File: config.mk
export PLATFORM = sky130hd
export DESIGN_NAME = deser_fifo_flat
export DESIGN_NICKNAME = d
export VERILOG_FILES = /design/src/rtl/deser_fifo_if.sv /design/src/rtl/deser_fifo.sv /design/src/flat_wrapper.sv
export SDC_FILE = /design/constraint.sdc
export NUM_CORES = 1
export LEC_CHECK = 0
export CORE_UTILIZATION = 30
export CTS_BUF_LIST = sky130_fd_sc_hd__clkbuf_2
export DETAILED_ROUTE_END_ITERATION = 16
export PLACE_DENSITY = 0.53
export SYNTH_ARGS = -nofsm -noshare
export SYNTH_HDL_FRONTEND = slang
export SYNTH_SLANG_ARGS = --single-unit
export TNS_END_PERCENT = 10
File: constraint.sdc
create_clock -name clock_100KHz -period 3.1 [get_ports clock_100KHz]
set_input_delay 0.62 -clock clock_100KHz [delete_from_list [all_inputs] [get_ports clock_100KHz]]
set_output_delay 0.62 -clock clock_100KHz [all_outputs]
set_load 0.02 [all_outputs]
File: src/rtl/deser_fifo_if.sv
// Word handshake between deserializer, receive queue and consumer.
interface deser_fifo_if #(
  parameter int DEPTH = 8,
  parameter int WIDTH = 8
);
  logic [WIDTH-1:0]       data_in;
  logic                   data_ready_in;
  logic                   ack_out;
  logic                   dequeue_in;
  logic [WIDTH-1:0]       data_out;
  logic                   data_valid_out;
  logic [$clog2(DEPTH):0] len_out;
  logic                   empty_out;
  logic                   full_out;
  logic [7:0]             drop_count_out;

  modport master (
    output data_in, data_ready_in, dequeue_in,
    input  ack_out, data_out, data_valid_out,
    input  len_out, empty_out, full_out,
    input  drop_count_out
  );

  modport slave (
    input  data_in, data_ready_in, dequeue_in,
    output ack_out, data_out, data_valid_out,
    output len_out, empty_out, full_out,
    output drop_count_out
  );
endinterface

File: src/rtl/deser_fifo.sv
// Receive word queue behind the bit deserializer.
// DESER_FIFO_DROP_EN: ack and discard words arriving while full.
module deser_fifo #(
  parameter int DEPTH = 8,
  parameter int WIDTH = 8
) (
  input  logic        clock_100KHz,
  input  logic        reset,
  deser_fifo_if.slave bus
);
  localparam int AW = $clog2(DEPTH);
  localparam int LW = AW + 1;

  typedef enum logic [1:0] {
    IDLE,
    ACK,
    DRAIN
  } state_t;

  state_t           state;
  logic [WIDTH-1:0] mem [DEPTH];
  logic [AW-1:0]    head;
  logic [AW-1:0]    tail;
  logic [LW-1:0]    len;
  logic             ack;
  logic             dv;
  logic [WIDTH-1:0] dout;
  logic             full;
  logic             empty;
  logic             enq;
  logic             deq;

  assign full  = (len == LW'(DEPTH));
  assign empty = (len == '0);
  assign enq   = (state == IDLE) &&
                 bus.data_ready_in && !full;
  assign deq   = bus.dequeue_in && !empty;

  always_ff @(posedge clock_100KHz) begin
    if (enq) mem[tail] <= bus.data_in;
  end

  always_ff @(posedge clock_100KHz) begin
    if (reset) begin
      state <= IDLE;
      ack   <= 1'b0;
      tail  <= '0;
    end else begin
      unique case (state)
        IDLE: begin
          ack <= 1'b0;
          if (enq) begin
            tail  <= tail + 1'b1;
            ack   <= 1'b1;
            state <= ACK;
          end
`ifdef DESER_FIFO_DROP_EN
          else if (bus.data_ready_in) begin
            ack   <= 1'b1;
            state <= ACK;
          end
`endif
        end
        ACK: begin
          ack   <= 1'b0;
          state <= DRAIN;
        end
        DRAIN: begin
          ack <= 1'b0;
          if (!bus.data_ready_in) state <= IDLE;
        end
        default: begin
          ack   <= 1'b0;
          state <= IDLE;
        end
      endcase
    end
  end

  always_ff @(posedge clock_100KHz) begin
    if (reset) begin
      head <= '0;
      len  <= '0;
      dv   <= 1'b0;
      dout <= '0;
    end else begin
      dv  <= deq;
      len <= len + {{AW{1'b0}}, enq}
                 - {{AW{1'b0}}, deq};
      if (deq) begin
        dout <= mem[head];
        head <= head + 1'b1;
      end
    end
  end

`ifdef DESER_FIFO_DROP_EN
  logic [7:0] drops;
  logic       drop;

  assign drop = (state == IDLE) &&
                bus.data_ready_in && full;

  always_ff @(posedge clock_100KHz) begin
    if (reset) drops <= '0;
    else if (drop && drops != 8'hFF)
      drops <= drops + 8'd1;
  end

  assign bus.drop_count_out = drops;
`else
  assign bus.drop_count_out = '0;
`endif

  assign bus.ack_out        = ack;
  assign bus.data_out       = dout;
  assign bus.data_valid_out = dv;
  assign bus.len_out        = len;
  assign bus.empty_out      = empty;
  assign bus.full_out       = full;
endmodule

File: src/flat_wrapper.sv
// flat-port wrapper written by rule: the top's interface ports become plain ports
module deser_fifo_flat 
#(
  parameter int DEPTH = 8,
  parameter int WIDTH = 8
)
  (clock_100KHz, reset, bus_data_in, bus_data_ready_in, bus_dequeue_in, bus_ack_out, bus_data_out, bus_data_valid_out, bus_len_out, bus_empty_out, bus_full_out, bus_drop_count_out);
  deser_fifo_if #(.DEPTH(DEPTH), .WIDTH(WIDTH)) bus_i ();
  input  logic clock_100KHz;
  input  logic reset;
  input wire logic [$bits(bus_i.data_in)-1:0] bus_data_in;
  input wire logic [$bits(bus_i.data_ready_in)-1:0] bus_data_ready_in;
  input wire logic [$bits(bus_i.dequeue_in)-1:0] bus_dequeue_in;
  output wire logic [$bits(bus_i.ack_out)-1:0] bus_ack_out;
  output wire logic [$bits(bus_i.data_out)-1:0] bus_data_out;
  output wire logic [$bits(bus_i.data_valid_out)-1:0] bus_data_valid_out;
  output wire logic [$bits(bus_i.len_out)-1:0] bus_len_out;
  output wire logic [$bits(bus_i.empty_out)-1:0] bus_empty_out;
  output wire logic [$bits(bus_i.full_out)-1:0] bus_full_out;
  output wire logic [$bits(bus_i.drop_count_out)-1:0] bus_drop_count_out;
  assign bus_i.data_in = bus_data_in;
  assign bus_i.data_ready_in = bus_data_ready_in;
  assign bus_i.dequeue_in = bus_dequeue_in;
  assign bus_ack_out = bus_i.ack_out;
  assign bus_data_out = bus_i.data_out;
  assign bus_data_valid_out = bus_i.data_valid_out;
  assign bus_len_out = bus_i.len_out;
  assign bus_empty_out = bus_i.empty_out;
  assign bus_full_out = bus_i.full_out;
  assign bus_drop_count_out = bus_i.drop_count_out;
  deser_fifo #(.DEPTH(DEPTH), .WIDTH(WIDTH)) u_core (.clock_100KHz(clock_100KHz), .reset(reset), .bus(bus_i));
endmodule
==> flow_summary_export.csv <==
group,metric,value,unit
setup_path,crit_fanout,3,
synth,synthCells,231,
synth,synth-seq-cells,86,
cts,cts_tree,"yes",
synth,synth_edf_count,64,
final_layout,nFillCells,1062,
die,start_util,31.4,%
synth,synth_ff_type,"edfxtp_1",
hold_path,hp-class,"register to register",
pwr,p_leak,1.38,nW
timing,worst_pin_slew,0.866,ns
grt,overflow,0,
synth,ys_types,34,
setup_path,cp_num_buf_inv,2,
cts,cts_num_sinks,86,
cts,cts.path.max_buffers,2,
cts,post_cts_resized,0,
timing,skew,0.0321,ns
setup_path,arrival,2.20,ns
timing,timing.final.ws_setup,0.283,ns
timing,max_freq,355,MHz
timing,relSlewSlack,42.1,%
cts,numCtsBuffers,9,
cts,cts_root_buf,"clkbuf_2",
timing,tns,0,ns
cts,insertion_delay,0.54,ns
cts,clk_pin_slew,0.26,ns
cts,htree_levels,3,
routing,routed_wl,6500,um
outcome,status,"complete, no violations",
routing,final_antenna_net_count,0,
die,dieHeight,110,um
placed_design,dp.cells,397,
final_layout,layout.nets,289,
setup_path,required,2.48,ns
setup_path,critPathSlowestCell,"clkdlybuf4s50_1",
routing,vias,1906,
setup_path,crit_path_start_kind,"register",
die,die_width,110,um
setup_path,crit_path_max_incr_delay,0.69,ns
final_layout,finalNonFillerCells,413,
setup_path,r2r_setup_slack,0.70,ns
timing,fin_crit_sh,90.9,%
synth,ys_async_sr_fraction,0,%
timing,hold_viol_final,0,
pwr,ir_worst_vdd,0.000238,V
die,dieArea,0.0120,mm2
setup_path,path_cells,"inv_1 > ha_1 > nor3b_1 > clkdlybuf4s50_1",
die,pin_count,36,
final_layout,post-route-util,36.7,%
synth,ys_seq_area_share,68.1,%
placed_design,io_buffer_count,27,
grt,grt_pass1_wl,10100,um
final_layout,syn2layout_area_growth,16.7,%
routing,drt_iter0_markers,111,
placed_design,dp_hpwl,3910,um
routing,vias_per_cell,4.62,
cts,holdBufCountCts,0,
grt,grt_max_degree,35,
routing,wl_per_cell,15.7,um
grt,antenna_found_initial,0,
setup_path,worstSetupPathType,"register to output pin",
cts,post-cts-setup-buffers,0,
timing,maxSlewViolCount,0,
grt,grt_pass1_vias,1831,
timing,min_period,2.82,ns
routing,drcViolationCount,0,
synth,syn_area,0.00347,mm2
run,drv_cap,0,
final_layout,diodes,0,
setup_path,path_delay_family,"buffers and inverters",
timing,setup_violations,0,
routing,drtPass1Iterations,7,
placed_design,place_ws,0.503,ns
die,fp-row-count,38,
synth,synth_warnings,0,
pwr,power_density,738,mW/mm2
pwr,finalPower,2.98,mW
die,core_area,0.0110,mm2
grt,grtUsageTotal,11.9,%
timing,rsz0062_at_grt,"false",
setup_path,crit_path_end_kind,"output pin",
placed_design,place_congestion,0.689,
final_layout,layout-drive-gt1-share,11.7,%
synth,syn_avg_cell_area,15.0,um2
==> layer usage <==
| metal | GRT usage, % | share of wire, % | vias up |
|---|---|---|---|
| met4 | 5.43 | 1.3 | 0 |
| met5 | 0 | 0 | - |
| met1 | 16.2 | 46 | 928 |
| met2 | 18.2 | 47 | 55 |
| li1 | - | - | 917 |
| met3 | 2.61 | 5.4 | 6 |
==> cell families after synthesis <==
kind of cell | synth area share, %
and+or+nand+nor | 6.24
adders and majority gates | 3.46
DFF | 68.1
muxes | 9.52
buffers and inverters | 4.62
xor gates and xnor gates | 1.52
AOI/OAI and AO/OA | 6.42
other | 0.108
==> sequential cells by signal, summed over array words and instances, names as in the netlist <==
| register | cells |
|---|---|
| u_core.bus.ack_out | 1 |
| u_core.bus.data_out | 8 |
| u_core.bus.data_valid_out | 1 |
| u_core.bus.len_out | 4 |
| u_core.head | 3 |
| u_core.mem | 64 |
| u_core.state | 2 |
| u_core.tail | 3 |
==> cell usage in the layout, fill, tap and decap left out, types with 2 or more instances in the layout <==
cell	netlist	routed
ha_1	8	8
buf_4	10	11
clkinvlp_4	0	2
nor3_1	4	4
clkdlybuf4s50_1	0	27
xnor2_1	4	4
xor2_1	2	2
nand2b_1	4	4
nor2b_1	3	3
edfxtp_1	64	64
a22oi_1	16	16
bufinv_16	0	2
nand2_1	4	4
mux2i_1	33	33
inv_1	9	9
a32o_1	8	8
conb_1	1	8
clkbuf_2	0	9
a21oi_1	3	3
dfxtp_1	22	21
nor2_1	14	14
==> stage by stage <==
stage	hold WS (ns)	instance area (um2)
global placement	0.454	3900
detailed placement	0.458	3900
global route	0.545	4050
CTS	0.509	4050
floorplan	0.446	3490
finish	0.503	4050
==> report_power, final <==
group	leakage [nW]	switching, mW	internal, mW
clock	0.0785	0.390	0.269
combinational	0.538	0.473	0.425
sequential	0.760	0.0695	1.36
total	1.38	0.932	2.05
==> path summary, 6_finish.rpt <==
path,from,endpoint,cells past startpoint
min,u_core.bus.data_out[2],u_core.bus.data_out[2],1
max,u_core.bus.len_out[2],bus_full_out,4
max reg2reg,u_core.bus.len_out[2],u_core.bus.len_out[2],11
min reg2reg,u_core.bus.data_out[2],u_core.bus.data_out[2],1
==> Yosys cell counts, types with 3 or more instances <==
library cell,number,share of area [%]
edfxtp_1,64,55
nand2_1,4,0.43
inv_1,9,0.97
buf_1,3,0.32
nor2b_1,3,0.54
a32o_1,8,2.3
buf_4,10,2.2
a22oi_1,16,3.5
nor2_1,14,1.5
mux2i_1,33,9.5
ha_1,8,2.9
dfxtp_1,22,13
xnor2_1,4,1.0
nand2b_1,4,0.72
nor3_1,4,0.58
a21oi_1,3,0.43
==> area by class of cell <==
class / count / area, um2 / share of cell area [%]
clock inverters: 7 / 97.6 / 2.41
well taps: 140 / 175 / 4.33
repair buffers: 38 / 353 / 8.72
flip-flops and latches: 86 / 2360 / 58.4
multi-input cells: 124 / 978 / 24.2
inverters: 9 / 33.8 / 0.835
clock buffers: 9 / 45.0 / 1.11
Note: power is estimated with default switching activity, not from simulation.
